===== config.mk =====
export PLATFORM = sky130hd
export DESIGN_NAME = lut_builder
export DESIGN_NICKNAME = d
export VERILOG_FILES = /design/src/rtl/lut_builder.sv
export SDC_FILE = /design/constraint.sdc
export NUM_CORES = 1
export LEC_CHECK = 0
export ABC_AREA = 1
export CORE_MARGIN = 1.5
export CORE_UTILIZATION = 55
export DETAILED_ROUTE_END_ITERATION = 8
export GPL_TIMING_DRIVEN = 0
export HOLD_SLACK_MARGIN = 0.02
export PLACE_DENSITY = 0.86
export SLEW_MARGIN = 20
export SYNTH_ARGS = -nofsm -noshare
export SYNTH_HDL_FRONTEND = slang
export SYNTH_SLANG_ARGS = --single-unit

===== constraint.sdc =====
create_clock -name clk_i -period 10 [get_ports clk_i]
set_input_delay 2 -clock clk_i [delete_from_list [all_inputs] [get_ports clk_i]]
set_output_delay 2 -clock clk_i [all_outputs]
set_load 0.03 [all_outputs]

===== src/rtl/lut_builder.sv =====
// lut_builder: latches four signed activations and fills a 16-entry subset-sum
// table, one entry per cycle. The table is then held until the consumer releases it.
// Entry k is the sum of a[i] over every i whose bit is set in k.
// Requires LUT_W >= ACT_W + 2 so the worst case, 4 * -2^(ACT_W-1), fits.
module lut_builder #(
  parameter int unsigned ACT_W = 8,
  parameter int unsigned LUT_W = 16
) (
  input  logic                 clk_i,
  input  logic                 rst_i,
  input  logic                 act_valid_i,
  output logic                 act_ready_o,
  input  logic [4*ACT_W-1:0]   act_i,
  output logic                 lut_valid_o,
  input  logic                 lut_consume_i,
  output logic [16*LUT_W-1:0]  lut_o
);

  typedef enum logic [1:0] {StIdle, StBuild, StDone} state_e;

  state_e           state_q, state_d;
  logic [3:0]       k_q, k_d;
  logic             accept;
  logic [LUT_W-1:0] act_q [4];
  logic [LUT_W-1:0] lut_q [16];

  logic [3:0]       src_idx;
  logic [1:0]       act_sel;
  logic [LUT_W-1:0] build_sum;

  // Next-state and index-counter logic
  always_comb begin
    state_d = state_q;
    k_d     = k_q;
    accept  = 1'b0;
    case (state_q)
      StIdle: begin
        if (act_valid_i) begin
          accept  = 1'b1;
          k_d     = 4'd1;
          state_d = StBuild;
        end
      end
      StBuild: begin
        k_d = k_q + 4'd1;
        if (k_q == 4'd15) state_d = StDone;
      end
      StDone: begin
        if (lut_consume_i) state_d = StIdle;
      end
      default: state_d = StIdle;
    endcase
  end

  // Build datapath: clearing the lowest set bit of k gives an entry written earlier,
  // and that bit's position selects the activation to add.
  always_comb begin
    src_idx = k_q & (k_q - 4'd1);
    if (k_q[0])      act_sel = 2'd0;
    else if (k_q[1]) act_sel = 2'd1;
    else if (k_q[2]) act_sel = 2'd2;
    else             act_sel = 2'd3;
    build_sum = lut_q[src_idx] + act_q[act_sel];
  end

  // State, counter, latched activations and table storage
  always_ff @(posedge clk_i) begin
    if (rst_i) begin
      state_q <= StIdle;
      k_q     <= 4'd0;
      for (int i = 0; i < 4; i++) act_q[i] <= '0;
      for (int e = 0; e < 16; e++) lut_q[e] <= '0;
    end else begin
      state_q <= state_d;
      k_q     <= k_d;
      if (accept) begin
        for (int i = 0; i < 4; i++) begin
          act_q[i] <= {{(LUT_W - ACT_W){act_i[ACT_W*i + ACT_W - 1]}}, act_i[ACT_W*i +: ACT_W]};
        end
        lut_q[0] <= '0;
      end
      if (state_q == StBuild) lut_q[k_q] <= build_sum;
    end
  end

  // Outputs are pure decodes of state or a plain readout of the table
  always_comb begin
    act_ready_o = (state_q == StIdle);
    lut_valid_o = (state_q == StDone);
    for (int e = 0; e < 16; e++) lut_o[LUT_W*e +: LUT_W] = lut_q[e];
  end

endmodule

### After elaboration in Yosys (flattened, before gate mapping)

Memories as Yosys holds them, arrays and structs flattened.
Index checks and enable logic that the tools add are counted.

* bits of input ports: 36
* output and inout port bits: 258
* register bits: 6
* memories: 2
* logic and storage cells: 51
* memory bits (writable): 320

* bitwise operators: 6
* multiplexer cells: 27
* reduce and logical (&&, ||, !) cells: 5
* add/sub/neg operators: 3
* equality and inequality tests: 6

Memories
* lut_q: words 16, width 16, read ports 17, clocked after Yosys merged registers in 0, wr ports 16, line 25 `logic [LUT_W-1:0] lut_q [16];`
* act_q: words 4, width 16, read ports 1, clocked after Yosys merged registers in 0, wr ports 4, line 24 `logic [LUT_W-1:0] act_q [4];`

Operator list (count)
* 16-bit 2-to-1 mux: 6
* 16-bit adder: 1
* 16-bit OR reduction: 1
* 1-bit 2-to-1 mux: 12
* 2-bit 2-to-1 mux: 5
* 4-bit 2-to-1 mux: 2
* 4-bit one-hot mux with 2 select lines: 1
* 2-bit one-hot mux with 3 select lines: 1
* 1-bit OR: 5
* 4-bit by 1-bit adder with 4-bit output, second input constant: 1
* 4-bit bitwise AND: 1
* 4-bit equality test, second input constant: 1
* 2-bit inequality test, second input constant: 2
* 4-bit by 1-bit subtractor with 4-bit output, second input constant: 1
* 3-bit AND reduction: 1
* 2-bit by 1-bit equality test with 1-bit output, second input constant: 1
* 2-bit equality test, second input constant: 1
* 2-bit zero test: 1
* 2-bit by 1-bit inequality test with 1-bit output, second input constant: 1
* 2-bit AND reduction: 1
* 2-bit nonzero test: 1

### Depth between registers and ports, before layout

* word-level depth: 7
* mapped depth: 21
* mapped depth without buffers: 19

### Worst setup path after synthesis

OpenSTA, ideal clock, no wires.

* path kind: input port to flip-flop
* start point: input rst_i
* end point: memory lut_q[9][0] (enable)
* setup time: 0.372 ns
* stages on the path: 6
* path buffers: 1
* arrival time: 3.116 ns
* path slack: 6.512 ns
* data required time: 9.628 ns
* path through: clkinv_1 -> nand2_2 -> nor2_4 -> nand2_2 -> buf_4 -> nand2_1

RTL lines
* start, declared: line 10 `input logic rst_i,`
* end, declared: line 25

==> summary.md <==
The flow ran to the end, and the final reports show no timing, DRC or antenna violations. The initialized floorplan defines 56 standard-cell rows. The nature of the critical path startpoint was an input port. The worst setup path is captured at a flop. The area of the die was 24,900 um2; the post-CTS setup buffer count was 0. The slack of the worst reg-to-reg path came out at 5.62 ns. The synthesized design contains 294 register bits. The final routed wirelength across all metal layers is 40.1 mm, and the largest net degree at the start of global routing is 33. The share of async-settable or async-resettable flops after synthesis came out at 0%. Detailed placement ended at an HPWL of 29.3 mm. Hold is met by 0.509 ns. The critical path is of the in2reg type. The tools report the post-detailed-route DRC marker count as 0. Setup repair after global routing left no endpoint under its margin. The start point of the worst hold path was state_q[0]. The data required time at the worst endpoint is 10.07 ns. Counting along the longest clock path gives a buffer depth of 3. The number of synthesized flops with an enable pin works out to 288. The slowest stage of the critical path belongs to the cell sky130_fd_sc_hd__nand2_1. Across the whole layout, storage elements account for 8770 um2. In this run the standard cell core region covers 23,500 um2. Summing the areas of all and, or, nand and nor instances in the mapped netlist gives 22.6% of the synthesized area.

In the final timing run, aggregate negative setup slack is 0 ns. The proportion of netlist area held by the largest area contributor was 65.7%. After the last flow step, the layout net total stands at 1,600. The post-cts resize count was 0. The number of global-route vias before repair was 10,300; the horizontal die dimension was 158 um. The first detailed-routing pass took 6 iterations. The fill cell instance count of the final layout was 1,532.

sky130_fd_sc_hd__edfxtp_1 takes more of the synthesized area than any other cell. The post-detailed-route count of antenna-violating nets is 0, and the number of design-rule violations left by the first detailed-router iteration is 1,164. The signal arrival time at the worst endpoint was 4.61 ns; the layout overhead on the synthesized area was 32.9%.

Power spread over the standard cell area amounts to 188 nW/um2. After synthesis, the mean cell area works out to 10.8 um2. The tree built by TritonCTS fans out to 294 sinks. 294 I/O pins were placed.

For this run, the total global-route usage over all layers was measured as 32.2%. The run gives 0 as the count of final hold-check violations. The detail-routed net length per standard cell came out at 21.3 um. Summing every instance area after synthesis gives 13,200 um2. The share of the synthesized area in compound gates (AO/OA/AOI/OAI) was 2.72%; the layout cell share with drive strength beyond 1 was 10.1%.

The tools report the worst relative slew slack as 29.7%. Clock skew on the completed layout was measured at 0.0162 ns. Summing the areas of all fa, ha and maj instances in the mapped netlist gives 2.15% of the synthesized area.

For the initial antenna violation count, the log shows 0. The run gives 0.221 GHz as the maximum clock frequency. In this run the worst hold path is classified as reg2reg. The tools report the depth of the CTS H-tree as 1. The post-route clock period utilization works out to 45.3%. TritonCTS built the clock tree. Of the total synthesized cell area, the portion taken by XOR and XNOR cells is 0.694%. The combinational family with the most area after synthesis was simple AND/OR/NAND/NOR gates. Counting stages on the worst path, the most repeated cell is sky130_fd_sc_hd__nand2_2. The post-route core utilization was 74.5%; the number of buffers added by the clock tree synthesis step was 30. Once the floorplan was initialized, standard cells occupied 56.0% of the core. The tools report the clock latency on the worst-skew pair as 0.56 ns. Launch point of the worst reg-to-reg path: k_q[0].

Clock transition time at the flip-flop clock pins of the worst setup and hold paths: 0.06 ns. Dominant register cell in the synthesized netlist: sky130_fd_sc_hd__edfxtp_1. The endpoint identified for the worst register-to-register timing path is lut_q[5][4]. For the net count after synthesis, the log shows 1,275. Traced cell by cell, the critical path runs through clkdlybuf4s50_1, clkinv_1, nand2_2, nor2_4, nand2_2, buf_4, nand2_1.

Yosys attributes the largest share of cell area to sky130_fd_sc_hd__edfxtp_1, sky130_fd_sc_hd__nor2_1, sky130_fd_sc_hd__nand2_1. The finished cells cover 17,500 um2. By count the netlist is led by sky130_fd_sc_hd__nor2_1, sky130_fd_sc_hd__edfxtp_1, sky130_fd_sc_hd__nand2_1. On the worst path, the slowest cell contributes a delay of 0.59 ns. Port buffering added 293 buffers. The tools report the hold path endpoint as state_q[1]. The number of diodes is 0, and the number of buffers added to fix hold violations after cts is 0. Setup violations remaining at the end of the flow were counted as 0. In the final layout, the multi-input gates occupy 3710 um2. Once placement finished, the instance area stood at 16,500 um2. The worst path needs 4.53 ns of the cycle, external delays included. After technology mapping, the gate count stands at 1,217. Clock tree synthesis selected as its root buffer the cell sky130_fd_sc_hd__clkbuf_16. Summing over every cut layer, the via total after detailed routing is 10,600. Summed over all layers, the global routing overflow is 0.

Among all cell types in the netlist, the one instantiated most often is sky130_fd_sc_hd__nor2_1. The logs give 0.122 mV for the worst supply voltage drop on vdd and 38 for the number of distinct library cells after synthesis. The leakage dissipation was 6.83 nW; the number of maximum-capacitance constraint violations was 0. The post-synthesis mux area share is 0%. Counting cells, the worst reg-to-reg path comes to 13. Dividing the detail-routed via count by the number of cells gives 5.64. The first global-routing pass estimated 58.4 mm of wire. At the pin with the least slew margin, the transition time is 1.05 ns.

The max-slew violation count is 0, and the floorplan die height is 158 um. During synthesis, Yosys emitted a total of 0 warnings. Excluding fillers, the count of instances in the completed layout stands at 1,884. In this run, placement finished with an instance count of 1,829.

Of all nets on the critical path, the largest fanout is 16. Summing the sequential cell areas from Yosys gives 66.7% of the chip area. The worst hold path depth was 1.

Routability-driven placement finished with a final weighted congestion of 0.921.
[worst max-delay path by stage]
stage               cells after the start  slack (ns)            end   from
finish                                  7        5.47   lut_q[15][0]  rst_i
global route                            7        5.40   lut_q[15][0]  rst_i
CTS                                     7        5.55   lut_q[15][0]  rst_i
detailed placement                      7        5.03  lut_q[15][13]  rst_i
global placement                        7        5.07  lut_q[15][11]  rst_i
floorplan                               6        6.51    lut_q[9][0]  rst_i
[per-layer routing]
layer	part of all wire (%)	global-route usage, %
met5	0	0
met4	5.0	15.6
met3	11	7.53
met2	48	53.7
met1	35	39.6
[through the flow]
step                      setup slack [ns]  power, mW
after floorplan                       6.51       1.90
after global placement                5.07       2.16
after detailed placement              5.03       2.17
after CTS                             5.55       3.28
after global routing                  5.40       3.38
final                                 5.47       3.29
[layout make-up]
class	instances	share of cell area (%)
clock inverter	21	1.18
inverter	75	1.61
multi-input combinational	785	21.2
sequential	294	50.2
tap	319	2.28
buffer	63	2.25
clock buffer	34	4.50
timing repair buffer	293	16.8
[worst max-delay path, delay by kind of cell]
family / cells / cell delay, ns
buffers and inverters: 3 / 1.29
and+or+nand+nor: 4 / 1.29
[where the power goes]
group	total [mW]	leakage (nW)	internal, mW	switching [mW]
sequential	1.44	3.05	1.41	0.0278
combinational	0.723	3.30	0.218	0.504
clock	1.13	0.479	0.665	0.464
total	3.29	6.83	2.29	0.996
[cells by family after synthesis]
family | after synthesis
AND/OR/NAND/NOR | 692
XOR/XNOR | 7
AO/OA/AOI/OAI | 64
adder cells (fa/ha/maj) | 22
flip-flops | 294
buffers and inverters | 138
[sequential cells by signal (all words and copies together) (netlist names)]
register	flops
lut_q	256
act_q	32
k_q	4
state_q	2
[cell usage in the layout (no fill, tap or decap), types with 15 or more instances in the layout]
master,n
sky130_fd_sc_hd__buf_4,22
sky130_fd_sc_hd__ha_1,21
sky130_fd_sc_hd__nor2_1,320
sky130_fd_sc_hd__clkdlybuf4s50_1,293
sky130_fd_sc_hd__clkbuf_16,31
sky130_fd_sc_hd__nand2_2,33
sky130_fd_sc_hd__nand2_1,203
sky130_fd_sc_hd__nand3_1,97
sky130_fd_sc_hd__edfxtp_1,288
sky130_fd_sc_hd__o21ai_0,30
sky130_fd_sc_hd__a21oi_1,16
sky130_fd_sc_hd__nor2_2,15
sky130_fd_sc_hd__clkbuf_1,28
sky130_fd_sc_hd__inv_1,66
No activity file was read; power rests on OpenSTA's default activity.
